`src/rtl/diff_freq_serial_in.sv`:
```
// Tick-timed serial receiver: samples an idle-low line at mid-bit and rebuilds
// DATA_BIT-bit words LSB first, framed by a shared i_start strobe.
module diff_freq_serial_in #(
  parameter int DATA_BIT     = 16,
  parameter int TICK_PER_BIT = 16,
  parameter int TICK_DIV     = 2
) (
  input  logic                clk,
  input  logic                rst_n,
  input  logic                i_start,
  input  logic                i_stop,
  input  logic                i_repeat,
  input  logic                i_serial,
  output logic [DATA_BIT-1:0] o_data,
  output logic                o_valid,
  output logic                o_busy
);

  localparam int TICK_W = (TICK_PER_BIT > 1) ? $clog2(TICK_PER_BIT) : 1;
  localparam int BIT_W  = (DATA_BIT > 1) ? $clog2(DATA_BIT) : 1;
  localparam int DIV_W  = (TICK_DIV > 1) ? $clog2(TICK_DIV) : 1;

  localparam logic [TICK_W-1:0] TICK_MID  = TICK_W'(TICK_PER_BIT / 2);
  localparam logic [TICK_W-1:0] TICK_LAST = TICK_W'(TICK_PER_BIT - 1);
  localparam logic [BIT_W-1:0]  BIT_LAST  = BIT_W'(DATA_BIT - 1);
  localparam logic [DIV_W-1:0]  DIV_LAST  = DIV_W'(TICK_DIV - 1);

  typedef enum logic {
    S_IDLE = 1'b0,
    S_RECV = 1'b1
  } state_t;

  state_t              r_state;
  logic                r_sync_p0;
  logic                r_sync_p1;
  logic [DIV_W-1:0]    r_div_cnt;
  logic [TICK_W-1:0]   r_tick_cnt;
  logic [BIT_W-1:0]    r_bit_cnt;
  logic [DATA_BIT-1:0] r_shift;
  logic                r_done;
  logic                w_tick;

  // Right shift with the new bit entering at the MSB; safe for DATA_BIT == 1.
  function automatic logic [DATA_BIT-1:0] shift_in(input logic [DATA_BIT-1:0] cur,
                                                   input logic bit_in);
    return (cur >> 1) | (DATA_BIT'(bit_in) << (DATA_BIT - 1));
  endfunction

  assign w_tick = (r_state == S_RECV) && (r_div_cnt == DIV_LAST);

  // Stage p0/p1: two-flop synchronizer, reset to the idle-low line level
  always_ff @(posedge clk or negedge rst_n) begin
    if (!rst_n) begin
      r_sync_p0 <= 1'b0;
      r_sync_p1 <= 1'b0;
    end else begin
      r_sync_p0 <= i_serial;
      r_sync_p1 <= r_sync_p0;
    end
  end

  // Frame FSM; the completed word is published one cycle after the last-bit tick
  always_ff @(posedge clk or negedge rst_n) begin
    if (!rst_n) begin
      r_state    <= S_IDLE;
      r_div_cnt  <= '0;
      r_tick_cnt <= '0;
      r_bit_cnt  <= '0;
      r_shift    <= '0;
      r_done     <= 1'b0;
      o_data     <= '0;
      o_valid    <= 1'b0;
      o_busy     <= 1'b0;
    end else begin
      o_valid <= 1'b0;
      r_done  <= 1'b0;
      if (r_done) begin
        o_data  <= r_shift;
        o_valid <= 1'b1;
      end
      case (r_state)
        S_IDLE: begin
          o_busy <= 1'b0;
          if (i_start && !i_stop) begin
            r_div_cnt  <= '0;
            r_tick_cnt <= '0;
            r_bit_cnt  <= '0;
            r_state    <= S_RECV;
            o_busy     <= 1'b1;
          end
        end
        S_RECV: begin
          if (i_stop) begin
            r_state <= S_IDLE;
            o_busy  <= 1'b0;
          end else begin
            r_div_cnt <= (r_div_cnt == DIV_LAST) ? '0 : r_div_cnt + 1'b1;
            if (w_tick) begin
              if (r_tick_cnt == TICK_MID) begin
                r_shift <= shift_in(r_shift, r_sync_p1);
              end
              if (r_tick_cnt == TICK_LAST) begin
                r_tick_cnt <= '0;
                if (r_bit_cnt == BIT_LAST) begin
                  r_bit_cnt <= '0;
                  r_div_cnt <= '0;
                  r_done    <= 1'b1;
                  if (!i_repeat) begin
                    r_state <= S_IDLE;
                    o_busy  <= 1'b0;
                  end
                end else begin
                  r_bit_cnt <= r_bit_cnt + 1'b1;
                end
              end else begin
                r_tick_cnt <= r_tick_cnt + 1'b1;
              end
            end
          end
        end
        default: begin
          r_state <= S_IDLE;
          o_busy  <= 1'b0;
        end
      endcase
    end
  end

endmodule

```
`config.mk`:
```
export PLATFORM = sky130hd
export DESIGN_NAME = diff_freq_serial_in
export DESIGN_NICKNAME = d
export VERILOG_FILES = /design/src/rtl/diff_freq_serial_in.sv
export SDC_FILE = /design/constraint.sdc
export NUM_CORES = 1
export LEC_CHECK = 0
export ABC_CLOCK_PERIOD_IN_PS = 1590
export BUFFER_PORTS_ARGS = -buffer_cell sky130_fd_sc_hd__buf_2
export CAP_MARGIN = 10
export CORE_MARGIN = 4
export CORE_UTILIZATION = 54
export CTS_BUF_LIST = sky130_fd_sc_hd__clkbuf_8
export DETAILED_ROUTE_END_ITERATION = 8
export PLACE_DENSITY = 0.88
export SETUP_SLACK_MARGIN = 0.2
export SLEW_MARGIN = 25
export SYNTH_ARGS = -nofsm -noshare
export SYNTH_HDL_FRONTEND = slang
export SYNTH_SLANG_ARGS = --single-unit
```
`constraint.sdc`:
```
create_clock -name clk -period 1.59 [get_ports clk]
set_input_delay 0.318 -clock clk [delete_from_list [all_inputs] [get_ports clk]]
set_output_delay 0.318 -clock clk [all_outputs]
set_load 0.005 [all_outputs]
```
==> results of run 1 <==
worst max-delay path: cells and delay by family (launching register included):
family	cells	cell delay, ns
flops	1	0.42
buf+inv	3	0.35
mux	1	0.33
simple gates	2	0.21
fa+ha+maj	1	0.14
per-stage QoR:
stage	TNS [ns]	std cells
after floorplan	0	145
after global placement	0	215
after global routing	-0.0668	230
after CTS	0	229
after detailed placement	0	215
final	0	230
state kept, by name, summed over array words and instances (netlist names):
| name | cells |
|---|---|
| o_busy | 1 |
| o_data | 16 |
| o_valid | 1 |
| r_bit_cnt | 4 |
| r_div_cnt | 1 |
| r_done | 1 |
| r_shift | 16 |
| r_state | 1 |
| r_sync_p0 | 1 |
| r_sync_p1 | 1 |
| r_tick_cnt | 4 |
path summary, 6_finish.rpt:
check,from,to
worst max-delay path,r_tick_cnt[0],r_shift[8]
worst min-delay path,i_serial,r_sync_p0
worst max register to register,r_tick_cnt[0],r_shift[8]
worst min register to register,r_sync_p0,r_sync_p1
max in group asynchronous,rst_n,r_state
min in group asynchronous,rst_n,o_valid
synthesized netlist by cell type, types with 2 or more instances:
cell	instances	area, µm²
dfrtp_1	47	1180
nand3_1	4	20.0
mux2_4	10	150
ha_1	3	37.5
o211ai_1	3	22.5
a21oi_1	2	10.0
nand2_1	7	26.3
clkbuf_1	3	11.3
nand4_1	2	12.5
or3_1	2	12.5
mux2_2	23	259
a22o_1	2	17.5
nand2b_1	4	25.0
inv_1	4	15.0
o21ai_0	8	40.0
layer usage:
layer  vias to the layer above  part of all wire  track usage
met3                         3             0.045       0.0509
met4                         0             0.010       0.0521
met5                         -                 0            0
met2                        25              0.52        0.297
met1                       653              0.43        0.192
li1                        606                 -            -
cells by family after synthesis:
| family | after synthesis |
|---|---|
| AO/OA/AOI/OAI | 20 |
| adder cells (fa/ha/maj) | 3 |
| buffers and inverters | 11 |
| flip-flops | 47 |
| multiplexers | 34 |
| AND/OR/NAND/NOR | 30 |
power by group:
| part | leakage, µW | switching (µW) | internal [µW] | total (µW) |
|---|---|---|---|---|
| combinational | 0.000519 | 201 | 251 | 452 |
| clock | 0.0000644 | 411 | 627 | 1040 |
| sequential | 0.000635 | 131 | 1300 | 1430 |
final cells by class:
class / instances / share of cell area
tap: 46 / 0.0232
clock buffer: 5 / 0.0278
timing repair buffer: 38 / 0.114
multi-input combinational: 87 / 0.327
clock inverter: 3 / 0.0273
inverter: 4 / 0.00606
sequential: 47 / 0.475
timing repair:
item | 4_1_cts | 5_1_grt
hold buffers | 1 | 0
setup buffers | 4 | 1
gates resized for setup | 8 | 5
hold endpoints to repair | 47 | 0
gates cloned | 1 | 0
endpoints found under the setup margin | 24 | 25
==> reports/summary.md, run 1 <==
Of all nets on the critical path, the largest fanout is 8. The number of synthesized register bits works out to 47. The height of the die is 69.0 µm, and the maximum clock insertion buffer count is 2. The logs give 0.0523 ns for the minimum setup slack after placement and 21 for the number of rows in the core area. The slack of the critical path was 0.0357 ns.

The post-synthesis average cell area is 13.9 µm², and the residual overflow from global routing is 0. Summing all non-filler instances in the final layout gives an area of 2480 µm². The type of the most critical hold path was in2reg. The portion of netlist area occupied by mux cells came out at 0.208.

In this run the tool buffered the top-level ports with 23 buffer cells. In this run the count of I/O pins placed on the die edge is 24. The top cell types in the final layout, fill and taps aside, are dfrtp_1, buf_2, mux2_2. The post-synthesis compound-gate area fraction is 0.0660, and the final hold slack is 0.124 ns.

The xor-xnor portion of the synthesized cell area is 0. The share of cells above drive strength 1 was 0.473; the post-synthesis async set-or-reset flop share was 1.00. The logs give 106 for the initial detailed-routing violation count and 2 for the count of H-tree levels built during CTS. The slowest stage of the critical path is the dfrtp_1 cell. The simple-gate share of the synthesized area works out to 0.0927. The register clock-pin slew on the reported worst setup and hold paths was 0.09 ns. The count of nets left with antenna violations once routing finished came out at 0.

The number of antenna violations at the first check in global routing came out at 0. By area, the combinational part of the netlist is dominated by multiplexers. The tools report the number of distinct library cells after synthesis as 36. For the worst-skew pair, the clock arrives at the later sink with an insertion delay of 0.31 ns. The logs give 0 for the final count of hold timing violations and 2220 µm² for the post-place instance area.

The number of warnings issued by yosys was 0; the shortest period the worst path allows was 1.55 ns. Dividing the detail-routed via count by the number of cells gives 5.60. The total inserted antenna cells is 0. Leaving out fill and tap cells, the most frequent cell in the layout is dfrtp_1.

On the final layout, the worst clock skew is 0.0102 ns. The synthesized net count was 154; the via total after detailed routing was 1,287. The worst setup path is launched from a flip-flop.

STA puts the critical path data arrival time at 1.75 ns. The largest vdd supply drop was 0.676 mV; the number of nets at the end of the flow was 192. Across all register-to-register paths, the minimum setup slack is 0.04 ns. For this run, the top clock speed supported by timing is 0.643 GHz. The number of clock buffers inserted by TritonCTS came out at 5. The critical path is of the reg2reg type. The worst setup path is captured at a flip-flop.

The cell sitting at the root of the clock tree is a clkbuf_8. In this run the power density over the cells is 1180 nW/µm². TritonCTS built the clock tree.

The total half-perimeter wirelength after legalization and detailed placement was 2400 µm. Counting the fill cells in the layout gives 248. Routed wire length per instance: 16.2 µm. The die width is 69.0 µm. In the synthesized netlist, the number of instances is 145. In the synthesized netlist the dominant register cell turns out to be dfrtp_1. The flow ran to the end, and the final reports show no timing, DRC or antenna violations.

The post-route fraction of the period consumed by the critical path came out at 0.978. The global-route wire length before repair was 6390 µm; the leakage component of the power was 0.00122 µW. The initial cell density of the core is 0.580. The number of max-cap violations was 0. Measured in cells, the most critical reg-to-reg path has a length of 7. The tools report the relative max-transition margin as 0.600. The total of endpoints with negative setup slack in the final report is 0, and the maximum single-stage delay on the critical path is 0.42 ns.

Summing all multi-input logic gate instances after layout gives 810 µm². Summing internal, switching and leakage power gives 2920 µW. The signed area change from the synthesized netlist to the final layout is 23.2%, and the sequential share of the synthesized area is 0.585.

Entering global routing, the biggest net connects 48 pins. The area of the core was 3470 µm². The logs give 0.714 for the final core utilization and 1,358 for the via count of the first global-routing pass. For the total DRC errors in the routed layout, the log shows 0. The critical path goes through inv_2 -> ha_4 -> nand2_4 -> nor3_4 -> buf_6 -> buf_12 -> mux2_2.

The number of pins exceeding their max-slew limit in the final report is 0. The total routed wirelength came out at 3720 µm. The number of sinks handled by clock tree synthesis was 47. In this run, synthesis inferred 0 flip-flops with an integrated enable.

The area of the mapped netlist was 2010 µm²; the adder-cell share of the synthesized area was 0.0187. The congestion estimate from routability-driven global placement came to 0.805. The first detailed-routing pass took 4 iterations. The number of instances on the worst hold path was 1. For the overall die area, the log shows 4760 µm². Setup repair after global routing could not meet its margin everywhere. Across the whole layout, storage elements account for 1180 µm². At the pin with the least slew margin, the transition time is 0.584 ns.

The data required time of the critical path was 1.78 ns; the aggregate global-route resource usage was 0.167.
(Power assumes the default switching activity.)
==> run 2: changes to the inputs <==
--- a/config.mk
+++ b/config.mk
@@ -8,6 +8,7 @@
 export ABC_CLOCK_PERIOD_IN_PS = 1590
 export BUFFER_PORTS_ARGS = -buffer_cell sky130_fd_sc_hd__buf_2
 export CAP_MARGIN = 10
+export CORE_ASPECT_RATIO = 1.75
 export CORE_MARGIN = 4
 export CORE_UTILIZATION = 54
 export CTS_BUF_LIST = sky130_fd_sc_hd__clkbuf_8
==> run 2 against run 1 <==
Effect of this change: core utilization shrank 0.060 points; clock skew decreased by 0.0035 ns; worst setup slack lost 0.030 ns; first-iteration DRC count down 64%; sequential share of layout area is 1.5 points lower; critical path type unchanged; critical endpoint is now r_shift[14]; largest power group unchanged; highest routed layer unchanged.
==> reports/summary.md, run 2 (same netlist as run 1, synthesis figures left out) <==
The tools report the overall die area as 4800 µm² (+0.80%). The data arrival time at the worst-slack endpoint is 1.77 ns (+0.02 ns). Final core utilization: 0.714 (about the same). The total net switching power is 774 µW (+4.3%), and the number of I/O port buffers is 23 (unchanged). In the final layout, the registers with the most flip-flops are o_data (16), r_shift (16). In the layout the commonest cells are dfrtp_1, buf_2, mux2_2.

The transition time at the pin with the least slew margin works out to 0.368 ns (-0.216 ns). Slowest library cell on the worst path: dfrtp_1. The number of pins exceeding their max-slew limit in the final report was 0 (unchanged); the die width was 54.1 µm (-22%). Setup repair after global routing could not meet its margin everywhere.

The height of the die is 88.7 µm (+29%). The run finished with clean final reports. The path depth of the worst reg2reg path is 7 (unchanged), and the residual antenna-violating net count after detailed routing is 0 (unchanged). The tools report the aggregate global-route resource usage as 0.206 (+0.0386). The tools report the nature of the critical path endpoint as a flip-flop. The post-route fraction of the period consumed by the critical path is 0.996 (+0.0187), and the slack of the critical path is 0.00589 ns (-0.0298 ns). Internal power summed over all cells: 2190 µW (+0.47%). Relative to the synthesized area, the layout overhead comes to 27.5%. The share of total power in the clock network was 0.336 (-0.019); the total half-perimeter wirelength after legalization and detailed placement was 2640 µm (+10%).

The run gives 2420 µm (+26%) as the routed wire length on met2. The total inserted antenna cells is 0 (unchanged). The minimum setup slack after placement came out at -0.0137 ns (-0.0660 ns). TritonCTS built the clock tree. The critical path goes through inv_2 -> ha_4 -> nand2_4 -> nor3_4 -> buf_6 -> buf_16 -> mux2_4.

For the total DRC errors in the routed layout, the log shows 0 (unchanged). The maximum clock frequency is 0.631 GHz (-1.9%). The logs give 5 (unchanged) for the number of clock buffers inserted by TritonCTS and 4 (unchanged) for the total iterations of the first detailed-routing run. The worst setup path is launched from a flip-flop. The register clock-pin slew on the reported worst setup and hold paths is 0.08 ns (about the same). On the critical path the largest part of the delay comes from flip-flops. The net switching share of the total power was 0.261 (+0.00712).

The worst hold path belongs to the class in2reg. The shortest period the worst path allows is 1.58 ns (+0.0298 ns), and the number of cells on the critical path is 7 (unchanged). The power per standard cell area is 1160 nW/µm² (-2.0%). The logs give 0 (unchanged) for the residual overflow from global routing and 29 (+38%) for the number of rows in the core area. Worst setup path startpoint: r_tick_cnt[0].

The area of the core was 3590 µm² (+3.6%); the sequential share of power was 0.495 (+0.005). The count of non-filler cells in the finished layout is 232 (+0.87%). The logic gate share of total power came out at 0.169 (+0.014). The count of H-tree levels built during CTS is 2 (unchanged), and the number of instances on the worst hold path is 1 (unchanged).

The total of endpoints with negative setup slack in the final report was 0 (unchanged); the initial cell density of the core was 0.560 (-0.0200). The via count of the first global-routing pass was 1,462 (+7.7%); the maximum number of pins on one net before global-route repair was 48 (unchanged). The routed wire length per instance is 18.1 µm (+12%), and the largest vdd supply drop is 1.08 mV (+60%). For the final count of hold timing violations, the log shows 0 (unchanged). The mean number of vias per cell is 5.78 (+3.4%). The aggregate negative setup slack is 0 ns (unchanged), and the initial detailed-routing violation count is 38 (-64%).

Signal routing reaches up to met4. The count of buffering cells on the critical path with inverters included was 3 (unchanged). The commonest non-fill, non-tap cell in the layout was dfrtp_1.

The leakage component of the power is 0.00125 µW (+2.3%). Data required time of the critical path: 1.77 ns (about the same). The number of sinks handled by clock tree synthesis came out at 47 (unchanged).

The tools report the maximum clock insertion buffer count as 2 (unchanged). The share of cells above drive strength 1 works out to 0.505 (+0.0326). The critical path in this run is classified as reg2reg. The run gives 0 (unchanged) as the number of antenna violations at the first check in global routing. The startpoint identified for the worst hold timing path is i_serial.

Number of max-cap violations: 0 (unchanged). The logs give 24 (unchanged) for the top-level port count and 0.00674 ns (-0.00347 ns) for the final setup skew. The total power was 2960 µW (+1.4%); the global-route wire length before repair was 7130 µm (+12%). The total routed wirelength is 4200 µm (+13%). The relative max-transition margin was 0.755 (+0.155); the clock latency reported for the late side of the worst-skew pair was 0.29 ns (-0.02 ns). The largest fanout on the critical path was 8 (unchanged); the weighted congestion reported at the end of routability-driven placement was 0.785 (-2.5%).

In this run the critical register-to-register path is launched from r_tick_cnt[0]. The number of nets at the end of the flow came out at 194 (+1.0%). The run gives 1,342 (+4.3%) as the via total after detailed routing. The wire length the detailed router placed on met1 was 1480 µm (-7.0%). The wire length on met3 was 186 µm (+11%); the maximum single-stage delay on the critical path was 0.42 ns (about the same). The root buffer selected by CTS was clkbuf_8. The number of placed instances, taps included was 213 (-0.93%).
## run 2: power groups by stage
stage | logic (µW) | registers (µW) | clock network [µW]
floorplan | 261 | 1410 | 0
global placement | 309 | 1440 | 0
detailed placement | 344 | 1460 | 0
CTS | 453 | 1450 | 1020
global route | 551 | 1480 | 1070
finish | 501 | 1470 | 995
## run 2: layout make-up
cell class                 instances  area, µm²
clock buffer                       5       68.8
clock inverter                     3       63.8
fill                             236       1030
inverter                           4       15.0
multi-input combinational         87        878
sequential                        47       1180
tap                               46       57.6
timing repair buffer              40        302
## run 2: metal layers
layer,global-route usage,vias to the layer above
li1,-,598
met1,0.225,681
met2,0.371,51
met3,0.0320,12
met4,0.0975,0
met5,0,-
## run 2: stage by stage
| stage | hold slack [ns] | area (µm²) |
|---|---|---|
| 2_1_floorplan | 0.0224 | 2010 |
| 3_3_place_gp | 0.312 | 2210 |
| 3_5_place_dp | 0.318 | 2210 |
| 4_1_cts | 0.121 | 2530 |
| 5_1_grt | 0.113 | 2560 |
| 6_report | 0.129 | 2560 |
## run 2: repair_timing
action | CTS | global route
gates cloned | 1 | 0
pin swaps | 4 | 3
endpoints found under the hold margin | 10 | 0
endpoints found under the setup margin | 25 | 25
buffers inserted | 7 | 2
hold buffers | 1 | 0
resized for setup | 24 | 4
## run 2: final timing paths
path | to | slack, ns
hold / removal | r_sync_p0 | 0.13
min in group asynchronous | o_data[13] | 0.52
setup / recovery | r_shift[14] | 0.006
setup reg to reg | r_shift[14] | 0.006
max in group asynchronous | r_div_cnt | 0.82
hold reg to reg | r_sync_p1 | 0.36
